--- src/rtl/mem_arb_pkg.sv ---
// Shared types and constants for the unified memory port arbiter.
// Contents: FSM state enum, grant encoding, fetch access size, and a
// saturating 32-bit increment used by the optional performance counters.
package mem_arb_pkg;

  typedef enum logic [1:0] {
    IDLE    = 2'd0,
    BUSY_IF = 2'd1,
    BUSY_D  = 2'd2
  } arb_state_t;

  typedef enum logic [1:0] {
    GNT_NONE = 2'd0,
    GNT_IF   = 2'd1,
    GNT_D    = 2'd2
  } arb_gnt_t;

  // Fetches are always full-word reads.
  localparam logic [2:0] FUNCT3_WORD = 3'b010;

  function automatic logic [31:0] sat_inc32(input logic [31:0] value);
    if (value == 32'hFFFF_FFFF) begin
      sat_inc32 = value;
    end else begin
      sat_inc32 = value + 32'd1;
    end
  endfunction

endpackage

--- src/rtl/mem_arb_select.sv ---
// Winner selection for the memory port arbiter.
// Data beats fetch unless the data side has already won MAX_DATA_STREAK
// times in a row while a fetch was waiting.
// Ports:
//   clk, reset : clock, asynchronous active-high reset
//   if_req     : fetch request
//   d_req      : data request
//   grant      : strobe, a grant is taken at this edge
//   gnt        : combinational winner (GNT_NONE / GNT_IF / GNT_D)
module mem_arb_select
  import mem_arb_pkg::*;
#(
  parameter int MAX_DATA_STREAK = 2
) (
  input  logic     clk,
  input  logic     reset,
  input  logic     if_req,
  input  logic     d_req,
  input  logic     grant,
  output arb_gnt_t gnt
);

  localparam int STREAK_W = $clog2(MAX_DATA_STREAK + 1);
  localparam logic [STREAK_W-1:0] STREAK_MAX = STREAK_W'(MAX_DATA_STREAK);

  logic [STREAK_W-1:0] streak_r;
  logic [STREAK_W-1:0] streak_nxt_s;

  // Winner: fetch only when data is absent or the data streak is exhausted.
  always_comb begin
    gnt = GNT_NONE;
    if (if_req && (!d_req || (streak_r == STREAK_MAX))) begin
      gnt = GNT_IF;
    end else if (d_req) begin
      gnt = GNT_D;
    end else begin
      gnt = GNT_NONE;
    end
  end

  // Streak grows only while a fetch is actually being held off.
  always_comb begin
    streak_nxt_s = streak_r;
    if (!grant) begin
      streak_nxt_s = streak_r;
    end else if ((gnt == GNT_D) && if_req) begin
      streak_nxt_s = (streak_r == STREAK_MAX) ? streak_r : streak_r + STREAK_W'(1);
    end else begin
      streak_nxt_s = '0;
    end
  end

  // Streak register.
  always_ff @(posedge clk or posedge reset) begin
    if (reset) begin
      streak_r <= '0;
    end else begin
      streak_r <= streak_nxt_s;
    end
  end

endmodule

--- src/rtl/mem_port_arbiter.sv ---
// Request/acknowledge arbiter sharing one single-port memory between the
// fetch stage and the load/store path. One transaction at a time: grant,
// one issue cycle (mem_en), MEM_LATENCY-1 wait cycles, then rdata capture
// and a one-cycle ack while the FSM is back in IDLE.
// Ports:
//   clk, reset                      : clock, asynchronous active-high reset
//   if_req/if_addr/if_ack/if_rdata  : fetch side
//   d_req/d_we/d_addr/d_wdata/d_funct3/d_ack/d_rdata : data side
//   mem_en/mem_we/mem_addr/mem_wdata/mem_funct3/mem_rdata : memory side
//   busy                            : transaction in flight
// Optional build macro ARB_PERF_CNT_EN adds perf_if_wait and perf_d_grants.
module mem_port_arbiter
  import mem_arb_pkg::*;
#(
  parameter int ADDR_W          = 9,
  parameter int DATA_W          = 32,
  parameter int MEM_LATENCY     = 1,
  parameter int MAX_DATA_STREAK = 2
) (
  input  logic              clk,
  input  logic              reset,
  input  logic              if_req,
  input  logic [ADDR_W-1:0] if_addr,
  output logic              if_ack,
  output logic [DATA_W-1:0] if_rdata,
  input  logic              d_req,
  input  logic              d_we,
  input  logic [ADDR_W-1:0] d_addr,
  input  logic [DATA_W-1:0] d_wdata,
  input  logic [2:0]        d_funct3,
  output logic              d_ack,
  output logic [DATA_W-1:0] d_rdata,
  output logic              mem_en,
  output logic              mem_we,
  output logic [ADDR_W-1:0] mem_addr,
  output logic [DATA_W-1:0] mem_wdata,
  output logic [2:0]        mem_funct3,
  input  logic [DATA_W-1:0] mem_rdata,
  output logic              busy
`ifdef ARB_PERF_CNT_EN
  ,
  output logic [31:0]       perf_if_wait,
  output logic [31:0]       perf_d_grants
`endif
);

  localparam int LAT_W = $clog2(MEM_LATENCY + 1);
  localparam logic [LAT_W-1:0] LAT_LAST = LAT_W'(MEM_LATENCY);

  arb_state_t      state_r;
  arb_state_t      state_nxt_s;
  arb_gnt_t        gnt_s;
  logic            grant_s;
  logic            done_s;
  logic [LAT_W-1:0] lat_r;
  logic            store_r;

  // Arbitration is only open while idle, including the ack cycle.
  assign grant_s = (state_r == IDLE) && (if_req || d_req);
  assign busy    = (state_r != IDLE);

  mem_arb_select #(
    .MAX_DATA_STREAK(MAX_DATA_STREAK)
  ) u_select (
    .clk    (clk),
    .reset  (reset),
    .if_req (if_req),
    .d_req  (d_req),
    .grant  (grant_s),
    .gnt    (gnt_s)
  );

  // FSM state register.
  always_ff @(posedge clk or posedge reset) begin
    if (reset) begin
      state_r <= IDLE;
    end else begin
      state_r <= state_nxt_s;
    end
  end

  // FSM next state; done_s marks the edge at which mem_rdata is valid.
  always_comb begin
    state_nxt_s = state_r;
    done_s      = 1'b0;
    case (state_r)
      IDLE: begin
        if (grant_s && (gnt_s == GNT_IF)) begin
          state_nxt_s = BUSY_IF;
        end else if (grant_s && (gnt_s == GNT_D)) begin
          state_nxt_s = BUSY_D;
        end else begin
          state_nxt_s = IDLE;
        end
      end
      BUSY_IF, BUSY_D: begin
        if (lat_r == LAT_LAST) begin
          done_s      = 1'b1;
          state_nxt_s = IDLE;
        end else begin
          state_nxt_s = state_r;
        end
      end
      default: begin
        state_nxt_s = IDLE;
      end
    endcase
  end

  // Issue registers, latency counter, read data capture and ack pulses.
  always_ff @(posedge clk or posedge reset) begin
    if (reset) begin
      mem_en     <= 1'b0;
      mem_we     <= 1'b0;
      mem_addr   <= '0;
      mem_wdata  <= '0;
      mem_funct3 <= 3'b000;
      if_ack     <= 1'b0;
      if_rdata   <= '0;
      d_ack      <= 1'b0;
      d_rdata    <= '0;
      lat_r      <= '0;
      store_r    <= 1'b0;
    end else begin
      mem_en <= 1'b0;
      mem_we <= 1'b0;
      if_ack <= 1'b0;
      d_ack  <= 1'b0;
      if (state_r == IDLE) begin
        lat_r <= '0;
        if (grant_s && (gnt_s == GNT_IF)) begin
          mem_en     <= 1'b1;
          mem_addr   <= if_addr;
          mem_funct3 <= FUNCT3_WORD;
          store_r    <= 1'b0;
        end else if (grant_s && (gnt_s == GNT_D)) begin
          mem_en     <= 1'b1;
          mem_we     <= d_we;
          mem_addr   <= d_addr;
          mem_wdata  <= d_wdata;
          mem_funct3 <= d_funct3;
          store_r    <= d_we;
        end
      end else if (done_s) begin
        if (state_r == BUSY_IF) begin
          if_ack   <= 1'b1;
          if_rdata <= mem_rdata;
        end else begin
          d_ack <= 1'b1;
          // A store returns no data; keep the last load result.
          if (!store_r) begin
            d_rdata <= mem_rdata;
          end
        end
      end else begin
        lat_r <= lat_r + LAT_W'(1);
      end
    end
  end

`ifdef ARB_PERF_CNT_EN
  // Performance counters: fetch wait cycles and data grants.
  always_ff @(posedge clk or posedge reset) begin
    if (reset) begin
      perf_if_wait  <= 32'd0;
      perf_d_grants <= 32'd0;
    end else begin
      if (if_req && !(grant_s && (gnt_s == GNT_IF))) begin
        perf_if_wait <= sat_inc32(perf_if_wait);
      end
      if (grant_s && (gnt_s == GNT_D)) begin
        perf_d_grants <= sat_inc32(perf_d_grants);
      end
    end
  end
`endif

endmodule

--- config.mk ---
export PLATFORM = sky130hd
export DESIGN_NAME = mem_port_arbiter
export DESIGN_NICKNAME = d
export VERILOG_FILES = /design/src/rtl/mem_arb_pkg.sv /design/src/rtl/mem_arb_select.sv /design/src/rtl/mem_port_arbiter.sv
export SDC_FILE = /design/constraint.sdc
export NUM_CORES = 1
export LEC_CHECK = 0
export ABC_AREA = 1
export CORE_MARGIN = 4
export CORE_UTILIZATION = 42
export CTS_BUF_LIST = sky130_fd_sc_hd__clkbuf_16
export DETAILED_ROUTE_END_ITERATION = 16
export PLACE_DENSITY = 0.84
export SYNTH_ARGS = -nofsm -noshare
export SYNTH_HDL_FRONTEND = slang
export SYNTH_HIERARCHICAL = 1
export SYNTH_SLANG_ARGS = --single-unit
--- constraint.sdc ---
create_clock -name clk -period 6 [get_ports clk]
set_input_delay 1.8 -clock clk [delete_from_list [all_inputs] [get_ports clk]]
set_output_delay 1.8 -clock clk [all_outputs]
set_load 0.1 [all_outputs]
==> summary.txt <==
Layout
  – Area occupied by multi-input gates: 0.00141 mm2
  – Commonest non-fill, non-tap cells in the layout: clkdlybuf4s50_1, nand2_1, dfrtp_1
  – FF+latch area: 0.00295 mm2
  – FILL cells: between 800 and 900
  – Commonest non-fill, non-tap cell in the layout: clkdlybuf4s50_1
  – Layout cells sized above 1: 4.87%
  – Layout Area Growth over Synthesis: 54.8%
  – Final instance area: 0.00732 mm2
  – Nets: 804
  – N_diodes: 0

Timing
  – Setup violations, final: 0
  – Setup TNS: 0 ns
  – Peak Freq: about 240 MHz
  – Slew @ Worst Pin: 1.14 ns
  – Final hold viol count: 0
  – Post-layout min period: about 4.1 ns
  – Slew HR: a little under a quarter
  – Max Slew Vio Count: 0
  – Clk_skew: about 0.0091 ns
  – RSZ-0062 raised after global routing: no
  – Period Utilization, post-route: 69.0%

GRT
  – Initial antenna violation count: 0
  – Gr ovfl total: 0
  – Vias in the first global route: 4192
  – First-pass GRT wire length: 20700 um
  – Gr usage total: 20.1%
  – Largest net degree at the start of global routing: 79

Synthesis
  – Flops & latches, synth: 118
  – Main combinational cell family by area after synthesis: simple AND/OR/NAND/NOR gates
  – Simple-Gate Fraction of Synth Area: 21.2%
  – Synth top area share: 62.4%
  – Seq/Total Area, Yosys: 62.4%
  – Syn Nets: 608
  – Area fraction in compound gates after synthesis: approximately 7.6%
  – Synth Area in XOR/XNOR: 0%
  – YS warnings: 6
  – Post-synthesis mux area share: 0%
  – Syn Inst Count: 515
  – Syn avg cell area: just over 9 um2
  – Synth cell types: 19
  – Post-synth top area cell: dfrtp_1
  – Synth top area cells: dfrtp_1, nand2_1, nand3_1
  – Synthesized area: around 0.0047 mm2
  – Post-Synth Adder-Cell Area: less than 1%

Die
  – Core area: 0.0109 mm2
  – Rows: 38
  – Initial cell density of the core: 43.3%
  – Io pins: 203
  – DIE AREA: 0.0130 mm2
  – Die height: 114 um
  – Die Wd: 114 um

Clock network
  – Clock tree root driver cell: clkbuf_16
  – TritonCTS clock tree: done
  – H-tree depth: 4
  – # hold bufs at CTS: 0
  – Clock tree sinks: about 120
  – Worst skew pair latency: 0.40 ns
  – CTS clk-pin slew, worst paths: 0.05 ns
  – CTS max path bufs: 2
  – Post-CTS setup repair buffer count: 0
  – PostCTS Resize Cnt: 0
  – CTS Buf Count: 17

Worst setup path
  – Arrival time at the worst endpoint: 2.34 ns
  – Worst Path Required: 4.20 ns
  – CP Capture Type: primary output
  – Worst Path Max Fanout: 4
  – Kind of critical path: reg -> out
  – Startpoint types: flip-flop

Route
  – Vias: 4144
  – 1st-iter DRT viols: around 270
  – Residual DRC: 0
  – Top Metal Used: met4
  – Metal-1 WL: 5410 um
  – Post-Route WL: 12900 um
  – Post-DR vias/cell: 4.82
  – Wirelength per Cell: 15.0 um
  – Met3 Routed Length: about 1300 um
  – Met2 routed WL: 6020 um
  – Pre-antenna DRT Iters: 5
  – Antenna Violating Nets Remaining: 0

Placed design
  – Dpl cell area: 0.00681 mm2
  – I/O Buffers: 202
  – Dpl hpwl: 9290 um
  – Placer Congestion: 0.872

Run
  – Max-Cap Viols: 0

Hold path
  – Hold crit path type: reg -> reg

Outcome
  – Status: finished, final reports clean
==> cell families after synthesis <==
group           count (synthesis)
simple gates                  239
fa+ha+maj                       3
compound gates                 70
flops                         118
buf+inv                        85
==> final timing paths <==
path	depth (start not counted)	endpoint	start	slack, ns
max	4	busy	state_r[0]	1.86
min	2	mem_wdata[27]	mem_wdata[27]	0.47
max reg2reg	7	d_rdata[28]	state_r[0]	3.82
min reg2reg	2	mem_wdata[27]	mem_wdata[27]	0.47
max in group asynchronous	3	if_rdata[24]	reset	2.90
min in group asynchronous	2	u_select/streak_r[0]	reset	1.64
==> sequential cells by signal, indices dropped and copies added (netlist names), 2 cells and up <==
register	count
mem_addr	9
state_r	2
mem_funct3	3
u_select/streak_r	2
mem_wdata	32
if_rdata	32
d_rdata	32
==> layout make-up <==
type | instances | area share [%]
inverters | 56 | 2.90
clock inverters | 10 | 1.26
clock buffers | 17 | 5.81
repair buffers | 206 | 28.0
multi-input cells | 312 | 19.3
flip-flops and latches | 118 | 40.3
well taps | 140 | 2.39
==> critical path, cell delays in order, from the launching register on <==
cell and delay [ns]:
dfrtp_1 0.38, inv_1 0.06, ha_1 0.25, inv_2 0.12, clkdlybuf4s50_1 1.14
==> Yosys cell counts <==
cell      instances
o21bai_1          2
buf_4             4
nand2_2           1
a21oi_1           1
nor2_4            2
clkbuf_1          7
inv_2             2
nor2_1            7
nor3_1            1
dfrtp_1         118
a21boi_2          1
inv_1            54
ha_1              3
nor2_2            1
buf_6             3
nand2_1         159
buf_2            15
o21ai_1          66
nand3_1          68
==> metrics by stage <==
step                utilization (%)  worst slack [ns]  hold WS, ns  cells
floorplan                         -              1.13        0.446    515
global placement               62.2              2.24        0.454    832
detailed placement             62.2              2.18        0.459    832
CTS                            67.0              1.84        0.472    859
global route                   67.0              1.78        0.486    859
finish                         67.0              1.86        0.468    859
==> routing by layer <==
layer	up-vias	global-route usage, %
met5	-	0
met4	0	5.94
met3	13	8.09
met2	201	32.2
met1	1911	25.2
li1	2019	-
Power is left out: the tool's default activity adds up to more than one toggle a clock period on the data nets, which glitch-free logic cannot reach.
